**config.mk**
```make
export PLATFORM = sky130hd
export DESIGN_NAME = irq_core_handshake_flat
export DESIGN_NICKNAME = d
export VERILOG_FILES = /design/src/rtl/irq_core_handshake_pkg.sv /design/src/rtl/irq_core_handshake_if.sv /design/src/rtl/irq_core_handshake_prio_enc.sv /design/src/rtl/irq_core_handshake.sv /design/src/flat_wrapper.sv
export SDC_FILE = /design/constraint.sdc
export NUM_CORES = 1
export LEC_CHECK = 0
export CELL_PAD_IN_SITES_DETAIL_PLACEMENT = 1
export CELL_PAD_IN_SITES_GLOBAL_PLACEMENT = 1
export CORE_MARGIN = 2
export CORE_UTILIZATION = 31
export CTS_BUF_LIST = sky130_fd_sc_hd__clkbuf_8
export DETAILED_ROUTE_END_ITERATION = 7
export GPL_TIMING_DRIVEN = 0
export PLACE_DENSITY_LB_ADDON = 0.08
export SYNTH_ARGS = -nofsm -noshare
export SYNTH_HDL_FRONTEND = slang
export SYNTH_SLANG_ARGS = --single-unit
```
**constraint.sdc**
```tcl
create_clock -name HCLK -period 2 [get_ports HCLK]
set_input_delay 0.4 -clock HCLK [delete_from_list [all_inputs] [get_ports HCLK]]
set_output_delay 0.4 -clock HCLK [all_outputs]
set_load 0.005 [all_outputs]
```
**src/rtl/irq_core_handshake_pkg.sv**
```systemverilog
// Shared types and defaults for the core-side irq handshake.
// Holds the FSM state enum, the default ID width and the default clear timeout.
package event_unit_pkg;

    typedef enum logic [1:0] {
        IDLE       = 2'd0,
        REQ        = 2'd1,
        WAIT_CLEAR = 2'd2
    } irq_hs_state_e;

    localparam int IRQ_ID_WIDTH       = 5;
    localparam int DEF_TIMEOUT_CYCLES = 1024;

endpackage

```
**src/rtl/irq_core_handshake_if.sv**
```systemverilog
// Request/acknowledge bundle between the irq handshake stage and the core.
// master: drives irq_req_o, irq_id_o, ack_err_o. slave: drives irq_ack_i, irq_ack_id_i.
interface irq_core_handshake_if #(
    parameter int ID_WIDTH = 5
);
    logic                irq_req_o;
    logic [ID_WIDTH-1:0] irq_id_o;
    logic                ack_err_o;
    logic                irq_ack_i;
    logic [ID_WIDTH-1:0] irq_ack_id_i;

    modport master (
        output irq_req_o,
        output irq_id_o,
        output ack_err_o,
        input  irq_ack_i,
        input  irq_ack_id_i
    );

    modport slave (
        input  irq_req_o,
        input  irq_id_o,
        input  ack_err_o,
        output irq_ack_i,
        output irq_ack_id_i
    );
endinterface

```
**src/rtl/irq_core_handshake_prio_enc.sv**
```systemverilog
// Lowest-index-wins priority encoder for the irq vector.
// Ports: irq (vector in), id (winning index), valid (any bit set).
module irq_prio_enc #(
    parameter int NUM_IRQ  = 32,
    parameter int ID_WIDTH = 5
) (
    input  logic [NUM_IRQ-1:0]  irq,
    output logic [ID_WIDTH-1:0] id,
    output logic                valid
);
    always_comb begin
        id    = '0;
        valid = |irq;
        for (int i = NUM_IRQ - 1; i >= 0; i--) begin
            if (irq[i]) id = ID_WIDTH'(i);
        end
    end
endmodule

```
**src/rtl/irq_core_handshake.sv**
```systemverilog
// Presents one irq request plus ID to the core with a req/ack handshake,
// blocks re-request until the pending bit clears, and registers a wake-up.
// Ports: HCLK, HRESETn, irq_i, core_sleeping_i, hs (master), wakeup_o, busy_o.
// Optional: IRQ_CLEAR_TIMEOUT_EN bounds the WAIT_CLEAR stay by TIMEOUT_CYCLES.
module irq_core_handshake
    import event_unit_pkg::*;
#(
    parameter int NUM_IRQ        = 32,
    parameter int ID_WIDTH       = IRQ_ID_WIDTH,
    parameter int TIMEOUT_CYCLES = DEF_TIMEOUT_CYCLES
) (
    input  logic               HCLK,
    input  logic               HRESETn,
    input  logic [NUM_IRQ-1:0] irq_i,
    input  logic               core_sleeping_i,
    irq_core_handshake_if.master hs,
    output logic               wakeup_o,
    output logic               busy_o
);
    if (NUM_IRQ < 2 || NUM_IRQ > 32) begin : g_bad_num_irq
        $error("irq_core_handshake: NUM_IRQ out of range");
    end
    if (ID_WIDTH < 1 || ID_WIDTH != $clog2(NUM_IRQ)) begin : g_bad_id_w
        $error("irq_core_handshake: ID_WIDTH must be clog2(NUM_IRQ)");
    end
    if (TIMEOUT_CYCLES < 2) begin : g_bad_timeout
        $error("irq_core_handshake: TIMEOUT_CYCLES below 2");
    end

    irq_hs_state_e       state_q, state_d;
    logic [ID_WIDTH-1:0] id_q, id_d;
    logic                req_q, err_q, err_d;
    logic                wake_q, busy_q;
    logic [ID_WIDTH-1:0] enc_id;
    logic                enc_valid;
    logic                cur_bit;
    logic                ack_hit;

    irq_prio_enc #(
        .NUM_IRQ (NUM_IRQ),
        .ID_WIDTH(ID_WIDTH)
    ) u_enc (
        .irq  (irq_i),
        .id   (enc_id),
        .valid(enc_valid)
    );

    // id_q never holds an index >= NUM_IRQ, so equality also rejects
    // out-of-range acknowledge IDs.
    assign cur_bit = irq_i[id_q];
    assign ack_hit = hs.irq_ack_i && (hs.irq_ack_id_i == id_q);

`ifdef IRQ_CLEAR_TIMEOUT_EN
    localparam int CNT_W = $clog2(TIMEOUT_CYCLES + 1);
    logic [CNT_W-1:0] cnt_q, cnt_d;
    logic             timeout;

    assign timeout = (cnt_q == CNT_W'(TIMEOUT_CYCLES - 1));
    // Zero outside WAIT_CLEAR, so it starts from 0 on every entry.
    assign cnt_d = (state_q == WAIT_CLEAR) ? cnt_q + CNT_W'(1) : '0;

    always_ff @(posedge HCLK or negedge HRESETn) begin
        if (!HRESETn) cnt_q <= '0;
        else          cnt_q <= cnt_d;
    end
`endif

    always_comb begin
        state_d = state_q;
        id_d    = id_q;
        err_d   = 1'b0;
        unique case (state_q)
            IDLE: begin
                if (hs.irq_ack_i) err_d = 1'b1;
                if (enc_valid) begin
                    state_d = REQ;
                    id_d    = enc_id;
                end
            end
            REQ: begin
                // A matching ack beats a simultaneous withdraw.
                if (ack_hit) begin
                    state_d = WAIT_CLEAR;
                end else begin
                    if (hs.irq_ack_i) err_d = 1'b1;
                    if (!cur_bit) state_d = IDLE;
                end
            end
            WAIT_CLEAR: begin
                if (hs.irq_ack_i) err_d = 1'b1;
                if (!cur_bit) begin
                    state_d = IDLE;
`ifdef IRQ_CLEAR_TIMEOUT_EN
                end else if (timeout) begin
                    state_d = IDLE;
                    err_d   = 1'b1;
`endif
                end
            end
            default: state_d = IDLE;
        endcase
    end

    always_ff @(posedge HCLK or negedge HRESETn) begin
        if (!HRESETn) begin
            state_q <= IDLE;
            id_q    <= '0;
            req_q   <= 1'b0;
            err_q   <= 1'b0;
            wake_q  <= 1'b0;
            busy_q  <= 1'b0;
        end else begin
            state_q <= state_d;
            id_q    <= id_d;
            req_q   <= (state_d == REQ);
            err_q   <= err_d;
            wake_q  <= core_sleeping_i & (|irq_i);
            busy_q  <= (state_d != IDLE);
        end
    end

    assign hs.irq_req_o = req_q;
    assign hs.irq_id_o  = id_q;
    assign hs.ack_err_o = err_q;
    assign wakeup_o     = wake_q;
    assign busy_o       = busy_q;
endmodule

```
**src/flat_wrapper.sv**
```systemverilog
// flat-port wrapper written by rule: the top's interface ports become plain ports
module irq_core_handshake_flat import event_unit_pkg::*;
#(
    parameter int NUM_IRQ        = 32,
    parameter int ID_WIDTH       = IRQ_ID_WIDTH,
    parameter int TIMEOUT_CYCLES = DEF_TIMEOUT_CYCLES
)
  (HCLK, HRESETn, irq_i, core_sleeping_i, wakeup_o, busy_o, hs_irq_req_o, hs_irq_id_o, hs_ack_err_o, hs_irq_ack_i, hs_irq_ack_id_i);
  irq_core_handshake_if #(.ID_WIDTH(ID_WIDTH)) hs_i ();
  input  logic HCLK;
  input  logic HRESETn;
  input  logic [NUM_IRQ-1:0] irq_i;
  input  logic core_sleeping_i;
  output logic wakeup_o;
  output logic busy_o;
  output wire logic [$bits(hs_i.irq_req_o)-1:0] hs_irq_req_o;
  output wire logic [$bits(hs_i.irq_id_o)-1:0] hs_irq_id_o;
  output wire logic [$bits(hs_i.ack_err_o)-1:0] hs_ack_err_o;
  input wire logic [$bits(hs_i.irq_ack_i)-1:0] hs_irq_ack_i;
  input wire logic [$bits(hs_i.irq_ack_id_i)-1:0] hs_irq_ack_id_i;
  assign hs_irq_req_o = hs_i.irq_req_o;
  assign hs_irq_id_o = hs_i.irq_id_o;
  assign hs_ack_err_o = hs_i.ack_err_o;
  assign hs_i.irq_ack_i = hs_irq_ack_i;
  assign hs_i.irq_ack_id_i = hs_irq_ack_id_i;
  irq_core_handshake #(.NUM_IRQ(NUM_IRQ), .ID_WIDTH(ID_WIDTH), .TIMEOUT_CYCLES(TIMEOUT_CYCLES)) u_core (.HCLK(HCLK), .HRESETn(HRESETn), .irq_i(irq_i), .core_sleeping_i(core_sleeping_i), .hs(hs_i), .wakeup_o(wakeup_o), .busy_o(busy_o));
endmodule
```
# Yosys cells after proc, flatten, opt, wreduce, memory -nomap -nowiden
# Cells that the tools add are included.
[totals]
regBits = 11
latchBits = 0
mem_bits_rw = 0
rom_bits = 0
input_bits = 41
output_inout_bits = 9
elab_cells = 59
n_memories = 0
[op_classes]
n_addsub = 0
multipliers = 0
div_mod_pow = 0
order_cmp = 1
eq_ne = 4
n_shift = 0
n_mux = 41
bitwise_logic = 1
n_reduce_logical = 6
[op_table]
columns = ["op", "n"]
rows = [
  ["$mux 5", 32],
  ["$reduce_or 32->1", 1],
  ["$lt 5x6->1 const B", 1],
  ["$mux 2", 3],
  ["$pmux 2 s3", 1],
  ["$bmux 1 s5", 1],
  ["$eq 5x5->1", 1],
  ["$eq 2x1->1 const B", 2],
  ["$mux 1", 3],
  ["$eq 2x2->1 const B", 1],
  ["$logic_not 2->1", 1],
  ["$pmux 1 s2", 1],
  ["$reduce_and 2->1", 1],
  ["$reduce_bool 2->1", 1],
  ["$reduce_or 2->1", 1],
  ["$and 1x1->1", 1],
  ["$logic_and 1x1->1", 1],
]

# Logic depth before layout (Yosys ltp)
# Gate-level depths: netlist of run 1.
[logic_depth]
word_depth = 32
ltp_mapped = 8
mapped_depth_nobuf = 6

# By module
# From an unflattened synthesis of run 1, not the netlist that was laid out.
[hier_totals]
cells_unflattened = 157
hier_area_um2 = 1275.0
[modules_own_cells]
columns = ["module", "instances", "cells_each", "area_per_inst_um2", "seq_area_each_um2"]
rows = [
  ["irq_core_handshake", 1, 92, 889.6, 275.3],
  ["irq_prio_enc", 1, 65, 385.4, 0.0],
]

# Worst setup path after synthesis of run 1
# OpenSTA, ideal clock, no wires.
[synth_path]
path_type = "register to register"
from = "reg u_core.id_q[1], in the netlist u_core.hs.irq_id_o[1]"
to = "reg u_core.busy_q, in the netlist u_core.busy_o"
setup_time_ns = 0.119
arrival_time_ns = 1.616
required_time_ns = 1.881
path_slack_ns = 0.266
path_stages_with_launch = 9
n_path_buf = 2
synth_period_minus_slack_ns = 1.734
cell_sequence = "dfrtp_1 -> buf_6 -> buf_6 -> mux2_4 -> o22ai_1 -> nor3_2 -> nor3_4 -> a22oi_1 -> o21a_1"
[synth_via]
elab_chain_len = 6
elab_cells_between_ends = 8
[synth_rtl]
columns = ["item", "line", "rtl"]
rows = [
  ["from (decl)", "irq_core_handshake.sv:31", "logic [ID_WIDTH-1:0] id_q, id_d;"],
  ["from (signal assigned)", "irq_core_handshake.sv:114", "id_q <= id_d;"],
  ["$bmux 1 s5", "irq_core_handshake.sv:50", "assign cur_bit = irq_i[id_q];"],
  ["$mux 1 (not written as such)", "irq_core_handshake.sv:50", ""],
  ["$mux 2", "irq_core_handshake.sv:86, irq_core_handshake.sv:91", ""],
  ["$mux 2", "irq_core_handshake.sv:82", "if (ack_hit) begin"],
  ["$pmux 2 s3 *", "irq_core_handshake.sv:72", "unique case (state_q)"],
  ["$reduce_bool 2->1 *", "irq_core_handshake.sv:118", "busy_q <= (state_d != IDLE);"],
  ["to (signal assigned)", "irq_core_handshake.sv:118", ""],
  ["to (decl)", "irq_core_handshake.sv:33", "logic wake_q, busy_q;"],
]
# Every way passes the cells marked *; elsewhere a longest branch is shown, timed or not. The select of a mux whose other input is x is not followed.
# A chain may end at the register's enable or synchronous reset.

# Worst setup path after layout of run 1
[layout_path]
from = "in irq_i[24]"
to = "reg u_core.id_q[2], in the netlist u_core.hs.irq_id_o[2]"
[layout_via]
elab_chain_len = 25
elab_cells_between_ends = 27
[layout_rtl]
columns = ["item", "line", "rtl"]
rows = [
  ["from (decl)", "flat_wrapper.sv:12", "input logic [NUM_IRQ-1:0] irq_i;"],
  ["$mux 5 (25 in series)", "irq_core_handshake_prio_enc.sv:15", "if (irq[i]) id = ID_WIDTH'(i);"],
]
# Several ways; a longest one is shown, not always the timed one.

==> flow_summary.yaml, run 1 <==
clock_tree:
  cts_tree: "built"
  path_clk_slew_ps: 50
  cts_buffers: 3
  cts-root-buf: "clkbuf_8"
  clk_latency_ps: 240
  hold_buffers: 0
  htree_levels: 1
  cts_max_path_buffers: 2
  cts_num_sinks: 11
flow_run:
  maxCapViolCount: 0
worst_setup_path:
  worstPathRequired_ps: 2170
  crit_path_start: "irq_i[24]"
  worstReg2RegStart: "u_core.hs.irq_id_o[0]"
  critical_path_depth: 8
  cpMaxStageDelayCell: "clkdlybuf4s50_1"
  startpoint_type: "input port"
  crit_family: "buffers and inverters"
  path_max_fanout: 7
  arrival_ps: 2100
  crit_type: "input port to flip-flop"
  critPathMaxStageDelay_ps: 520
  crit_end: "u_core.hs.irq_id_o[2]"
  r2r_end: "u_core.busy_o"
  ff2ff_setup_slack_ps: 80
  critPathCaptureType: "flip-flop"
  cp_num_buf_inv: 3
  cpMostUsedCell: "buf_4"
  r2r_cells: 7
  crit_chain: "clkdlybuf4s50_1, nor4_4, nand4_1, buf_4, o21ai_4, buf_4, nand2_1, o21ai_1"
synthesis:
  ys_async_sr_fraction: 1.000
  yosys_register_bits: 11
  syn-instance-count: 153
  syn_avg_cell_area_um2: 7.941
  synthFlopType: "dfrtp_1"
  synth_edf_count: 0
  syn_nets: 194
  yosysSeqAreaShare: 0.2266
  ys_warn_count: 0
  netlist-cell-type-count: 45
  synth_area_um2: 1215
place:
  numPortBuffers: 49
  gp_congestion: 0.8257
  hpwl_um: 3455
  dp_slack_ps: -476.0
  placed_cells: 250
power_and_ir_drop:
  peakVddDrop_uv: 323.1
  power_switching_share: 0.4013
  finalPower_mw: 1.685
  power_frac_comb: 0.664
  powerDensity_nw_per_um2: 846.1
  pwr-share-clk: 0.130
  intPower_mw: 1.009
  p_leak_nw: 0.8466
  p_switching_mw: 0.6763
  seqPwrFrac: 0.205
global_route:
  grt_pass1_vias: 1481
  grt_pass1_wl_um: 7031
  grt_max_degree: 12
  antenna_found_initial: 0
  grt_overflow: 0
  grtUsageTotal: 0.2101
sta:
  period_share: 0.9651
  final-max-slew-violation-count: 0
  rsz0062_at_grt: "true"
  fmax_mhz: 518.1
  worstMarginPinSlew_ps: 503.6
  whs_ps: 498.8
  setup_viol: 0
  fin_ws_ps: 69.89
  hold_viol_final: 0
  finClkSkew_ps: 4.140
  max_slew_margin: 0.6632
  period_needed_ps: 1930
cells_and_area:
  drive_gt1_frac: 0.1916
  postLayoutCoreUtil: 0.5360
  diodes: 0
  fin_cells: 262
  final_common_cell: "clkdlybuf4s50_1"
  nets: 256
  area_growth_pct: 63.95
  final_cell_mix: "clkdlybuf4s50_1, nor2_1, dlygate4sd2_1"
detailed_routing:
  drc_errors: 0
  drt-initial-drc-count: 51
  wl_met3_um: 248
  drtPass1Iterations: 4
  wl_met1_um: 1879
  top_layer: "met4"
  wl_met2_um: 2420
  route.vias.total: 1453
  wire_per_inst_um: 17.39
  vias_per_cell: 5.546
  routed_wl_um: 4557
  ant_nets: 0
floorplan:
  die_h_um: 66.60
  ios: 50
  core_area_um2: 3716
  die-width_um: 66.60
  rows: 22
  dieArea_um2: 4436
  initial_utilization: 0.3269
run_status:
  outcome: "finished, final reports clean"
hold_path:
  hold_class: "input port to async pin"
[metal layers]
layer / up-vias / global-route usage
met5: - / 0
met2: 50 / 0.4000
met4: 0 / 0.01531
met3: 2 / 0.03209
met1: 708 / 0.2571
li1: 693 / -
[power by group through the flow]
stage / Combinational (mW) / Clock [mW] / Sequential, mW
floorplan: 0.615 / 0 / 0.342
global placement: 0.957 / 0 / 0.339
detailed placement: 0.984 / 0 / 0.345
CTS: 1.03 / 0.226 / 0.343
global route: 1.20 / 0.246 / 0.353
finish: 1.12 / 0.220 / 0.346
[registers in the layout (all words and copies together), names as in the netlist]
| register | cells |
|---|---|
| u_core.wakeup_o | 1 |
| u_core.hs.irq_req_o | 1 |
| u_core.hs.irq_id_o | 5 |
| u_core.busy_o | 1 |
| u_core.state_q | 2 |
| u_core.hs.ack_err_o | 1 |
[cells by family (layout without fill, tap and decap cells)]
logic type / count (synthesis) / after routing / synth area share
and+or+nand+nor: 66 / 66 / 0.2812
DFF: 11 / 11 / 0.2266
xor gates and xnor gates: 5 / 5 / 0.03604
AOI/OAI and AO/OA: 44 / 44 / 0.2430
buffers and inverters: 15 / 76 / 0.06796
muxes: 12 / 12 / 0.1452
[metrics by stage]
step,area [um^2],TNS (ps)
after CTS,1888,0
after floorplan,1215,0
final,1992,0
after global placement,1765,-3613
after global routing,1992,-67.00
after detailed placement,1765,-3700
[synth_stat cells, types with 2 or more instances]
library cell	number	share of area
a21oi_1	13	0.054
a22oi_1	2	0.012
buf_2	2	0.0082
buf_6	3	0.028
dfrtp_1	11	0.23
inv_1	9	0.028
mux2i_1	6	0.049
mux4_2	4	0.074
nand2_1	12	0.037
nand2b_1	2	0.010
nand3_1	3	0.012
nor2_1	19	0.059
nor2b_1	5	0.026
nor3_1	8	0.033
nor4_1	8	0.041
o211ai_1	2	0.012
o21a_1	2	0.012
o21ai_0	6	0.025
o21ai_1	3	0.012
o22ai_1	2	0.010
o31ai_1	2	0.012
or2b_1	2	0.012
xor2_1	5	0.036
[repair_timing]
item,in CTS,in global routing
gates resized for setup,28,18
setup endpoints to repair,9,7
pin swaps,7,4
cloned,0,0
buffers inserted,4,4
[cell type report]
type                            count  area (um^2)
Timing Repair Buffer               57        554.3
Clock inverter                      1        3.754
Inverter                            9        33.78
Multi-Input combinational cell    127        974.7
Sequential cell                    11        275.3
Clock buffer                        3        41.29
Tap cell                           48        60.06
Fill cell                         469         1724
Buffer                              6        48.80
[how the worst min path moves through the flow]
stage	slack (ps)	to	from	cells after the start
after floorplan	100	u_core.busy_o	HRESETn	0
after detailed placement	600	u_core.hs.irq_req_o	u_core.state_q[1]	2
final	500	u_core.busy_o	HRESETn	1
after CTS	510	u_core.busy_o	HRESETn	1
after global placement	580	u_core.state_q[0]	u_core.state_q[1]	2
after global routing	530	u_core.busy_o	HRESETn	1
[worst register-to-register path: stages, from the launching register on]
cell and delay (ps):
dfrtp_1 360, buf_6 150, mux4_2 520, mux2i_1 200, o22ai_2 120, nor3_4 200, a21oi_2 90, o21a_1 180
Note: power is estimated with default switching activity, not from simulation.
==> run 2: changes to the inputs <==
Settings changed: CORE_MARGIN 2 to unset.
==> run 2 against run 1 <==
Compared with the run above:
- via count fell by 0.69%
- critical path depth fell by 1
- die area fell by 5.9%
- global-route usage rose by 1.3 points
- cell area rose by 0.25%
- sequential power fell by 2%
- first-iteration DRC count fell by 59%
- routed wire length fell by 2.4%
- sequential cell count did not move
- largest cell class unchanged
==> flow_summary.yaml, run 2 (synthesis results as in run 1) <==
run_status:
  outcome: "finished, final reports clean"
worst_setup_path:
  arrival_ps: 2040
  critPathCaptureType: "flip-flop"
  r2r_cells: 7
  crit_family: "multiplexers"
  cp_num_buf_inv: 1
  crit_path_start: "u_core.hs.irq_id_o[0]"
  ff2ff_setup_slack_ps: 80
  crit_type: "flip-flop to flip-flop"
  worstPathRequired_ps: 2110
  worstReg2RegStart: "u_core.hs.irq_id_o[0]"
  critical_path_depth: 7
  crit_chain: "buf_6, mux4_2, mux2i_1, o22ai_2, nor3_4, o22a_1, nor2_1"
  path_max_fanout: 10
  critPathMaxStageDelay_ps: 520
  cpMaxStageDelayCell: "mux4_2"
  startpoint_type: "flip-flop"
global_route:
  grt_pass1_vias: 1549
  grt_pass1_wl_um: 7141
  antenna_found_initial: 0
  grt_overflow: 0
  grt_max_degree: 12
  grtUsageTotal: 0.2227
floorplan:
  initial_utilization: 0.3269
  rows: 22
  ios: 50
  dieArea_um2: 4173
  die-width_um: 64.60
  core_area_um2: 3716
  die_h_um: 64.60
power_and_ir_drop:
  power_switching_share: 0.4028
  intPower_mw: 0.9873
  pwr-share-clk: 0.130
  seqPwrFrac: 0.205
  p_leak_nw: 0.8288
  power_frac_comb: 0.664
  finalPower_mw: 1.653
  p_switching_mw: 0.6660
  peakVddDrop_uv: 352.2
  powerDensity_nw_per_um2: 828.0
flow_run:
  maxCapViolCount: 0
detailed_routing:
  drtPass1Iterations: 2
  drt-initial-drc-count: 21
  wire_per_inst_um: 16.78
  drc_errors: 0
  ant_nets: 0
  vias_per_cell: 5.445
  route.vias.total: 1443
  routed_wl_um: 4446
place:
  numPortBuffers: 49
  placed_cells: 250
  gp_congestion: 0.8009
  hpwl_um: 3442
  dpl_cell_area_um2: 1765
  dp_slack_ps: -502.2
cells_and_area:
  postLayoutCoreUtil: 0.5374
  final_cell_mix: "clkdlybuf4s50_1, dlygate4sd2_1, nor2_1"
  final_common_cell: "clkdlybuf4s50_1"
  fin_area_um2: 1997
  nets: 259
  num-fill-cells: 465
  largest_reg_flops: 5
  fin_cells: 265
  regArea_um2: 275.3
  diodes: 0
  area_growth_pct: 64.37
  drive_gt1_frac: 0.2028
  multiInputGateArea_um2: 968.4
sta:
  whs_ps: 492.0
  period_needed_ps: 1920
  max_slew_margin: 0.6715
  fmax_mhz: 520.7
  final-max-slew-violation-count: 0
  setup-tns-final_ps: 0
  fin_ws_ps: 79.64
  worstMarginPinSlew_ps: 486.6
  setup_viol: 0
  period_share: 0.9602
  finClkSkew_ps: 7.051
  hold_viol_final: 0
clock_tree:
  hold_buffers: 0
  cts_tree: "built"
  path_clk_slew_ps: 50
  htree_levels: 1
  cts_max_path_buffers: 2
  cts_num_sinks: 11
  clk_latency_ps: 240
  cts-root-buf: "clkbuf_8"
  cts_buffers: 3
hold_path:
  hold_class: "input port to async pin"
[run 2: cell count changes in the layout (fill, tap and decap cells not counted), moves of 2 or more]
| cell | previous run | this run |
|---|---|---|
| buf_4 | 8 | 11 |
| dlygate4sd2_1 | 17 | 20 |
| dlymetal6s2s_1 | 10 | 6 |
| nor4_2 | 1 | 3 |
| nor4_4 | 6 | 4 |
[run 2: routing by layer]
layer	vias up	track usage	share of wire
li1	702	-	-
met3	7	0.03345	0.033
met4	0	0.03611	0.012
met1	696	0.2693	0.45
met5	-	0	0
met2	38	0.4171	0.51
[run 2: final timing paths]
check	to
max reg2reg	u_core.state_q[0]
min in group HCLK	u_core.hs.irq_req_o
min	u_core.hs.irq_id_o[4]
max	u_core.state_q[0]
min reg2reg	u_core.hs.irq_req_o
max in group asynchronous	u_core.state_q[0]
[run 2: repair_timing]
action                                  CTS  global route
pin swaps                                 9             7
resized for setup                        30            14
endpoints found under the setup margin    9             6
buffers inserted                          9             2
[run 2: area by class of cell]
type                       instances  area share
timing repair buffer              60      0.2820
sequential                        11      0.1378
buffer                             6     0.02569
clock buffer                       3     0.02068
multi-input combinational        127      0.4850
clock inverter                     1    0.001880
inverter                           9     0.01692
tap                               48     0.03008
[run 2: power groups by stage]
stage | Clock (mW) | Sequential [mW] | Combinational (mW)
4_1_cts | 0.220 | 0.341 | 1.05
6_report | 0.215 | 0.340 | 1.10
2_1_floorplan | 0 | 0.342 | 0.615
3_3_place_gp | 0 | 0.339 | 0.964
5_1_grt | 0.232 | 0.345 | 1.18
3_5_place_dp | 0 | 0.342 | 0.994
